### src/rtl/mem_arbiter.sv
`default_nettype none
// ============================================================================
// Module      : mem_arbiter
// Description : Shares the byte-wide RAM/IO bus between instruction fetch and
//               the load/store stage. Splits 1/2/4-byte requests into
//               little-endian byte accesses pipelined against the RAM read
//               latency, honours the rdy pause and supports fetch abort.
// Revision    : 1.0 - initial release
// ============================================================================
module mem_arbiter #(
    parameter int ADDR_W = 32
) (
    input  logic              clk,
    input  logic              rst,
    input  logic              rdy,
    input  logic              if_req,
    input  logic [ADDR_W-1:0] if_addr,
    output logic              if_done,
    output logic [31:0]       if_inst,
    input  logic              mem_req,
    input  logic              mem_we,
    input  logic [1:0]        mem_len,
    input  logic [ADDR_W-1:0] mem_addr,
    input  logic [31:0]       mem_wdata,
    output logic              mem_done,
    output logic [31:0]       mem_rdata,
    input  logic [7:0]        ram_din,
    output logic [7:0]        ram_dout,
    output logic [ADDR_W-1:0] ram_a,
    output logic              ram_wr
);

    localparam logic [1:0] c_ST_IDLE  = 2'd0;
    localparam logic [1:0] c_ST_READ  = 2'd1;
    localparam logic [1:0] c_ST_WRITE = 2'd2;
    localparam logic [1:0] c_ST_DONE  = 2'd3;

    logic [1:0]        r_state;
    logic [1:0]        w_state_nxt;
    logic              r_owner_if;   // 1 = fetch owns the bus, 0 = load/store
    logic [ADDR_W-1:0] r_base;
    logic [1:0]        r_last;       // index of the final byte (n-1)
    logic [1:0]        r_k;          // issue index
    logic [31:0]       r_wdata;
    logic [1:0]        r_lat_idx;    // byte index the RAM latched last edge
    logic              r_lat_valid;
    logic [31:0]       r_bytes;

    logic              w_grant;
    logic              w_abort;
    logic              w_rd_last;
    logic              w_wr_last;
    logic              w_step;
    logic [1:0]        w_grant_last;
    logic [1:0]        w_k_inc;
    logic [ADDR_W-1:0] w_k_ext;
    logic [31:0]       w_bytes;
    logic [31:0]       w_masked;

    assign w_grant   = (r_state == c_ST_IDLE) && rdy && (mem_req || if_req);
    assign w_abort   = (r_state == c_ST_READ) && rdy && r_owner_if && !if_req;
    assign w_rd_last = (r_state == c_ST_READ) && rdy && !w_abort &&
                       r_lat_valid && (r_lat_idx == r_last);
    assign w_wr_last = (r_state == c_ST_WRITE) && rdy && (r_k == r_last);
    assign w_step    = rdy && ((r_state == c_ST_READ) || (r_state == c_ST_WRITE)) &&
                       (r_k != r_last);
    assign w_k_inc   = r_k + 2'd1;
    assign w_k_ext   = {{(ADDR_W-2){1'b0}}, w_k_inc};

    // Byte count of the request being granted: fetch is always a word,
    // and a length code of 2 is promoted to a full word.
    always_comb begin
        w_grant_last = 2'd3;
        if (mem_req) begin
            case (mem_len)
                2'd0:    w_grant_last = 2'd0;
                2'd1:    w_grant_last = 2'd1;
                default: w_grant_last = 2'd3;
            endcase
        end
    end

    // Assembled read word with the byte currently on ram_din merged in.
    always_comb begin
        w_bytes = r_bytes;
        if (r_lat_valid) begin
            w_bytes[{r_lat_idx, 3'b000} +: 8] = ram_din;
        end
    end

    // Load result with bytes beyond the requested length forced to zero.
    always_comb begin
        w_masked = '0;
        for (int i = 0; i < 4; i++) begin
            if (2'(i) <= r_last) begin
                w_masked[i*8 +: 8] = w_bytes[i*8 +: 8];
            end
        end
    end

    // State register.
    always_ff @(posedge clk or posedge rst) begin
        if (rst) begin
            r_state <= c_ST_IDLE;
        end else begin
            r_state <= w_state_nxt;
        end
    end

    // Next-state logic; every transition waits for an edge with rdy high.
    always_comb begin
        w_state_nxt = r_state;
        case (r_state)
            c_ST_IDLE:  if (w_grant) w_state_nxt = (mem_req && mem_we) ? c_ST_WRITE : c_ST_READ;
            c_ST_READ: begin
                if (w_abort)        w_state_nxt = c_ST_IDLE;
                else if (w_rd_last) w_state_nxt = c_ST_DONE;
            end
            c_ST_WRITE: if (w_wr_last) w_state_nxt = c_ST_DONE;
            c_ST_DONE:  if (rdy) w_state_nxt = c_ST_IDLE;
            default:    w_state_nxt = c_ST_IDLE;
        endcase
    end

    // Outputs decoded from state; the write strobe drops as soon as rdy does.
    always_comb begin
        if_done  = (r_state == c_ST_DONE) && r_owner_if;
        mem_done = (r_state == c_ST_DONE) && !r_owner_if;
        ram_wr   = (r_state == c_ST_WRITE) && rdy;
    end

    // Datapath: grant capture, byte sequencing and read assembly.
    // The RAM latches its address on every edge regardless of rdy, so the
    // latency tracker and byte capture also run on paused edges; otherwise
    // the byte already in flight when rdy drops would be lost. Re-capturing
    // the same byte while paused rewrites an identical value.
    always_ff @(posedge clk or posedge rst) begin
        if (rst) begin
            r_owner_if  <= 1'b0;
            r_base      <= '0;
            r_last      <= '0;
            r_k         <= '0;
            r_wdata     <= '0;
            r_lat_idx   <= '0;
            r_lat_valid <= 1'b0;
            r_bytes     <= '0;
            ram_a       <= '0;
            ram_dout    <= '0;
            if_inst     <= '0;
            mem_rdata   <= '0;
        end else begin
            r_lat_idx   <= r_k;
            r_lat_valid <= (r_state == c_ST_READ);
            if ((r_state == c_ST_READ) && r_lat_valid) begin
                r_bytes <= w_bytes;
            end
            if (w_grant) begin
                r_owner_if <= !mem_req;
                r_base     <= mem_req ? mem_addr : if_addr;
                ram_a      <= mem_req ? mem_addr : if_addr;
                r_last     <= w_grant_last;
                r_k        <= 2'd0;
                r_wdata    <= mem_wdata;
                ram_dout   <= (mem_req && mem_we) ? mem_wdata[7:0] : 8'h00;
            end else if (w_abort) begin
                ram_a <= '0;
            end else if (w_rd_last) begin
                ram_a <= '0;
                if (r_owner_if) begin
                    if_inst <= w_bytes;
                end else begin
                    mem_rdata <= w_masked;
                end
            end else if (w_wr_last) begin
                ram_a    <= '0;
                ram_dout <= '0;
            end else if (w_step) begin
                r_k   <= w_k_inc;
                ram_a <= r_base + w_k_ext;
                if (r_state == c_ST_WRITE) begin
                    ram_dout <= r_wdata[{w_k_inc, 3'b000} +: 8];
                end
            end
        end
    end

endmodule
`default_nettype wire
### config.mk
export PLATFORM = sky130hd
export DESIGN_NAME = mem_arbiter
export DESIGN_NICKNAME = d
export VERILOG_FILES = /design/src/rtl/mem_arbiter.sv
export SDC_FILE = /design/constraint.sdc
export NUM_CORES = 1
export LEC_CHECK = 0
export CAP_MARGIN = 20
export CORE_MARGIN = 1
export CORE_UTILIZATION = 40
export CTS_CLUSTER_DIAMETER = 200
export DETAILED_ROUTE_END_ITERATION = 7
export GPL_TIMING_DRIVEN = 0
export HOLD_SLACK_MARGIN = 0.12
export PLACE_DENSITY = 0.66
export REMOVE_ABC_BUFFERS = 1
export SLEW_MARGIN = 30
export SYNTH_ARGS = -nofsm -noshare
export SYNTH_HDL_FRONTEND = slang
export SYNTH_SLANG_ARGS = --single-unit
### constraint.sdc
create_clock -name clk -period 9.8 [get_ports clk]
set_clock_uncertainty 0.05 [all_clocks]
set_input_delay 1.96 -clock clk [delete_from_list [all_inputs] [get_ports clk]]
set_output_delay 1.96 -clock clk [all_outputs]
set_load 0.005 [all_outputs]
==> results.md <==
- Diodes inserted: 0
- Worst hold path class: reg2reg
- Post-layout min period: 5.456 ns
- Core region area: 23680 um^2
- Htree depth: 1
- All-layer global routing usage: 21.35%
- Initial Util: 41.03%
- Port buffer count: 218
- Iteration-0 DRC Markers: 428
- Dpl cells: 1474
- Power Density: 300.2 nW/um^2
- Slew Viols, Final: 0
- Critical-path cell list: clkdlybuf4s50_1 -> and2_1 -> clkdlybuf4s50_1
- Slew headroom: 39.38%
- Largest net degree at the start of global routing: 95
- Crit path required time: 7.79 ns
- Sequential fraction of the synthesis area: 54.07%
- Wirelength per Cell: 17.20 um
- CTS Buffer Depth: 3
- Final Non-Filler Cells: 1515
- CP max stage delay: 0.66 ns
- Clk sinks: 210
- Post-CTS Resized: 0
- Syn avg cell area: 9.836 um^2
- Cell mode on critical path: clkdlybuf4s50_1
- Area Overhead vs Synth: 33.73%
- WS Path Type: in2out
- Main area contributors after synthesis: dfrtp_1, nand2_1, a22oi_1
- Clock transition at path regs: 0.06 ns
- Max cap viols: 0
- Die area: 24920 um^2
- Cell area after synthesis: 9718 um^2
- Slowest CP cell: clkdlybuf4s50_1
- Pre-Repair DR Iteration Count: 5
- Synth Register Bits: 210
- Status: finished clean
- Worst Max-Slew Pin Slew: 0.9072 ns
- Critical Path End Type: output pin
- Worst VDD drop: 0.0001368 V
- Drt via density: 5.290
- Die Span Y: 157.9 um
- Yosys warns: 0
- First-pass GRT wire length: 41970 um
- DIE WIDTH: 157.9 um
- IO Count: 219
- Period Utilization, post-route: 55.67%
- Vias in the first global route: 7912
- GPL Wtd Cong: 0.7830
- DR vias: 8014
- LEAKAGE: 0.005634 uW
- Post-synth ARST share: 100.0%
- Post-synth top area cell: dfrtp_1
- Synthesized instance count: 988
- Routed Antenna Nets: 0
- Yosys cell types: 55
- Total CTS buffers: 23
- Fillers: 2153
- Type of origin of the critical path: input port
- CTS tree: built
- Dpl hpwl: 17850 um
- Post-synth EDFFs: 0
- Post-CTS setup buffers: 0
- Post-synth top flop: dfrtp_1
- Remaining Overflow, GRT: 0
- Drc violations: 0
- RSZ-0062 raised after global routing: no
- Clk_lat worst skew: 0.51 ns
- Endpoints failing setup: 0
- Share of the synthesized area in the top cell type: 54.07%
- Max FO, Critical Path: 10
- Final core occ: 54.88%
- Final Hold Violating Endpoints: 0
- Initial antenna violation count: 1
- NumNets Final: 1305
- Root Buffer: clkbuf_16
- Critical Path AT: 3.45 ns
- Hold_buf cts: 0
- Row Count: 56
- Post-Route WL: 26060 um
- Fmax: 0.1833 GHz
- Share of layout cells above drive strength 1: 7.441%
==> critical path: cells and delay by family <==
family	cells	cell delay (ns)
buffers and inverters	2	1.25
AND/OR/NAND/NOR	1	0.24
==> per-layer routing <==
layer  GRT usage (%)  vias to the layer above  wire length, um
li1                -                     3875                -
met1           28.35                     3877            11460
met2           35.39                      227            12380
met3           4.873                       33             1804
met4           4.808                        2              407
met5               0                        -               12
==> flip-flops by register name, indices dropped and copies added (netlist names), 8 cells and up <==
name	cells
r_bytes	32
mem_rdata	32
r_base	32
r_wdata	32
if_inst	32
ram_a	32
ram_dout	8
==> final timing paths <==
| kind | startpoint | cells after the start | to | slack, ns |
|---|---|---|---|---|
| min | r_wdata[27] | 2 | r_wdata[27] | 0.42 |
| max | rdy | 3 | ram_wr | 4.34 |
| max in group asynchronous | rst | 3 | r_bytes[18] | 7.20 |
| max reg2reg | r_k[0] | 5 | ram_a[22] | 6.44 |
| min reg2reg | r_wdata[27] | 2 | r_wdata[27] | 0.42 |
| min in group asynchronous | rst | 2 | r_wdata[16] | 1.77 |
==> cell usage after synthesis (10+ instances only) <==
cell type and n:
a21oi_1 73, a22o_1 16, a22oi_1 59, and2_1 11, buf_1 11, clkbuf_1 42
dfrtp_1 210, ha_1 12, inv_1 19, nand2_1 197, nand3_1 30, nand4_1 10
nor2_1 97, nor3_1 12, o21ai_0 22, o31ai_1 19, xnor2_1 27
==> per-stage QoR <==
stage | setup slack [ns] | setup TNS [ns] | instance area [um^2] | power, uW | hold slack, ns
floorplan | 2.052 | 0 | 9445 | 2326 | 0.3903
global placement | -0.8389 | -172.79 | 12030 | 2961 | 0.4050
detailed placement | 4.353 | 0 | 12210 | 3023 | 0.4116
CTS | 4.347 | 0 | 13000 | 3942 | 0.4269
global route | 4.238 | 0 | 13000 | 4182 | 0.4421
finish | 4.344 | 0 | 13000 | 3902 | 0.4219
==> layout make-up <==
class                   count  area, um^2  area share [%]
clock buffers              29       638.1           4.910
clock inverters            12       148.9           1.146
well taps                 319       399.1           3.071
repair buffers            231        2317           17.83
flip-flops and latches    210        5255           40.44
inverters                  19       78.83          0.6065
multi-input cells         695        4159           32.00
==> placed cells by master (no fill, tap or decap), types with 9 or more instances in the layout <==
cell	synthesis	layout
and2_1	11	10
o21ai_0	22	22
inv_1	19	18
a21oi_1	73	72
nor3_1	12	12
dfrtp_1	210	210
nor2_1	97	97
nand4_1	10	10
a22o_1	16	16
clkdlybuf4s50_1	0	218
ha_1	12	12
clkbuf_16	0	23
nand2_1	197	196
a22oi_1	59	59
buf_2	8	9
nand3_1	30	30
xnor2_1	27	27
o31ai_1	19	19
==> where the power goes <==
group | switching, uW | internal (uW) | total, uW
combinational | 742 | 770 | 1510
clock | 357 | 540 | 898
sequential | 283 | 1210 | 1490
==> kinds of logic (layout without fill, tap and decap cells) <==
logic type               count (synthesis)  in the layout  share of synthesized area [%]
multiplexers                            18             18                          2.987
AO/OA/AOI/OAI                          241            241                          16.98
flip-flops                             210            210                          54.07
adder cells (fa/ha/maj)                 13             13                          1.751
AND/OR/NAND/NOR                        391            391                          17.78
XOR/XNOR                                32             32                          2.884
buffers and inverters                   83            291                          3.541
No activity file was read; power rests on OpenSTA's default activity.
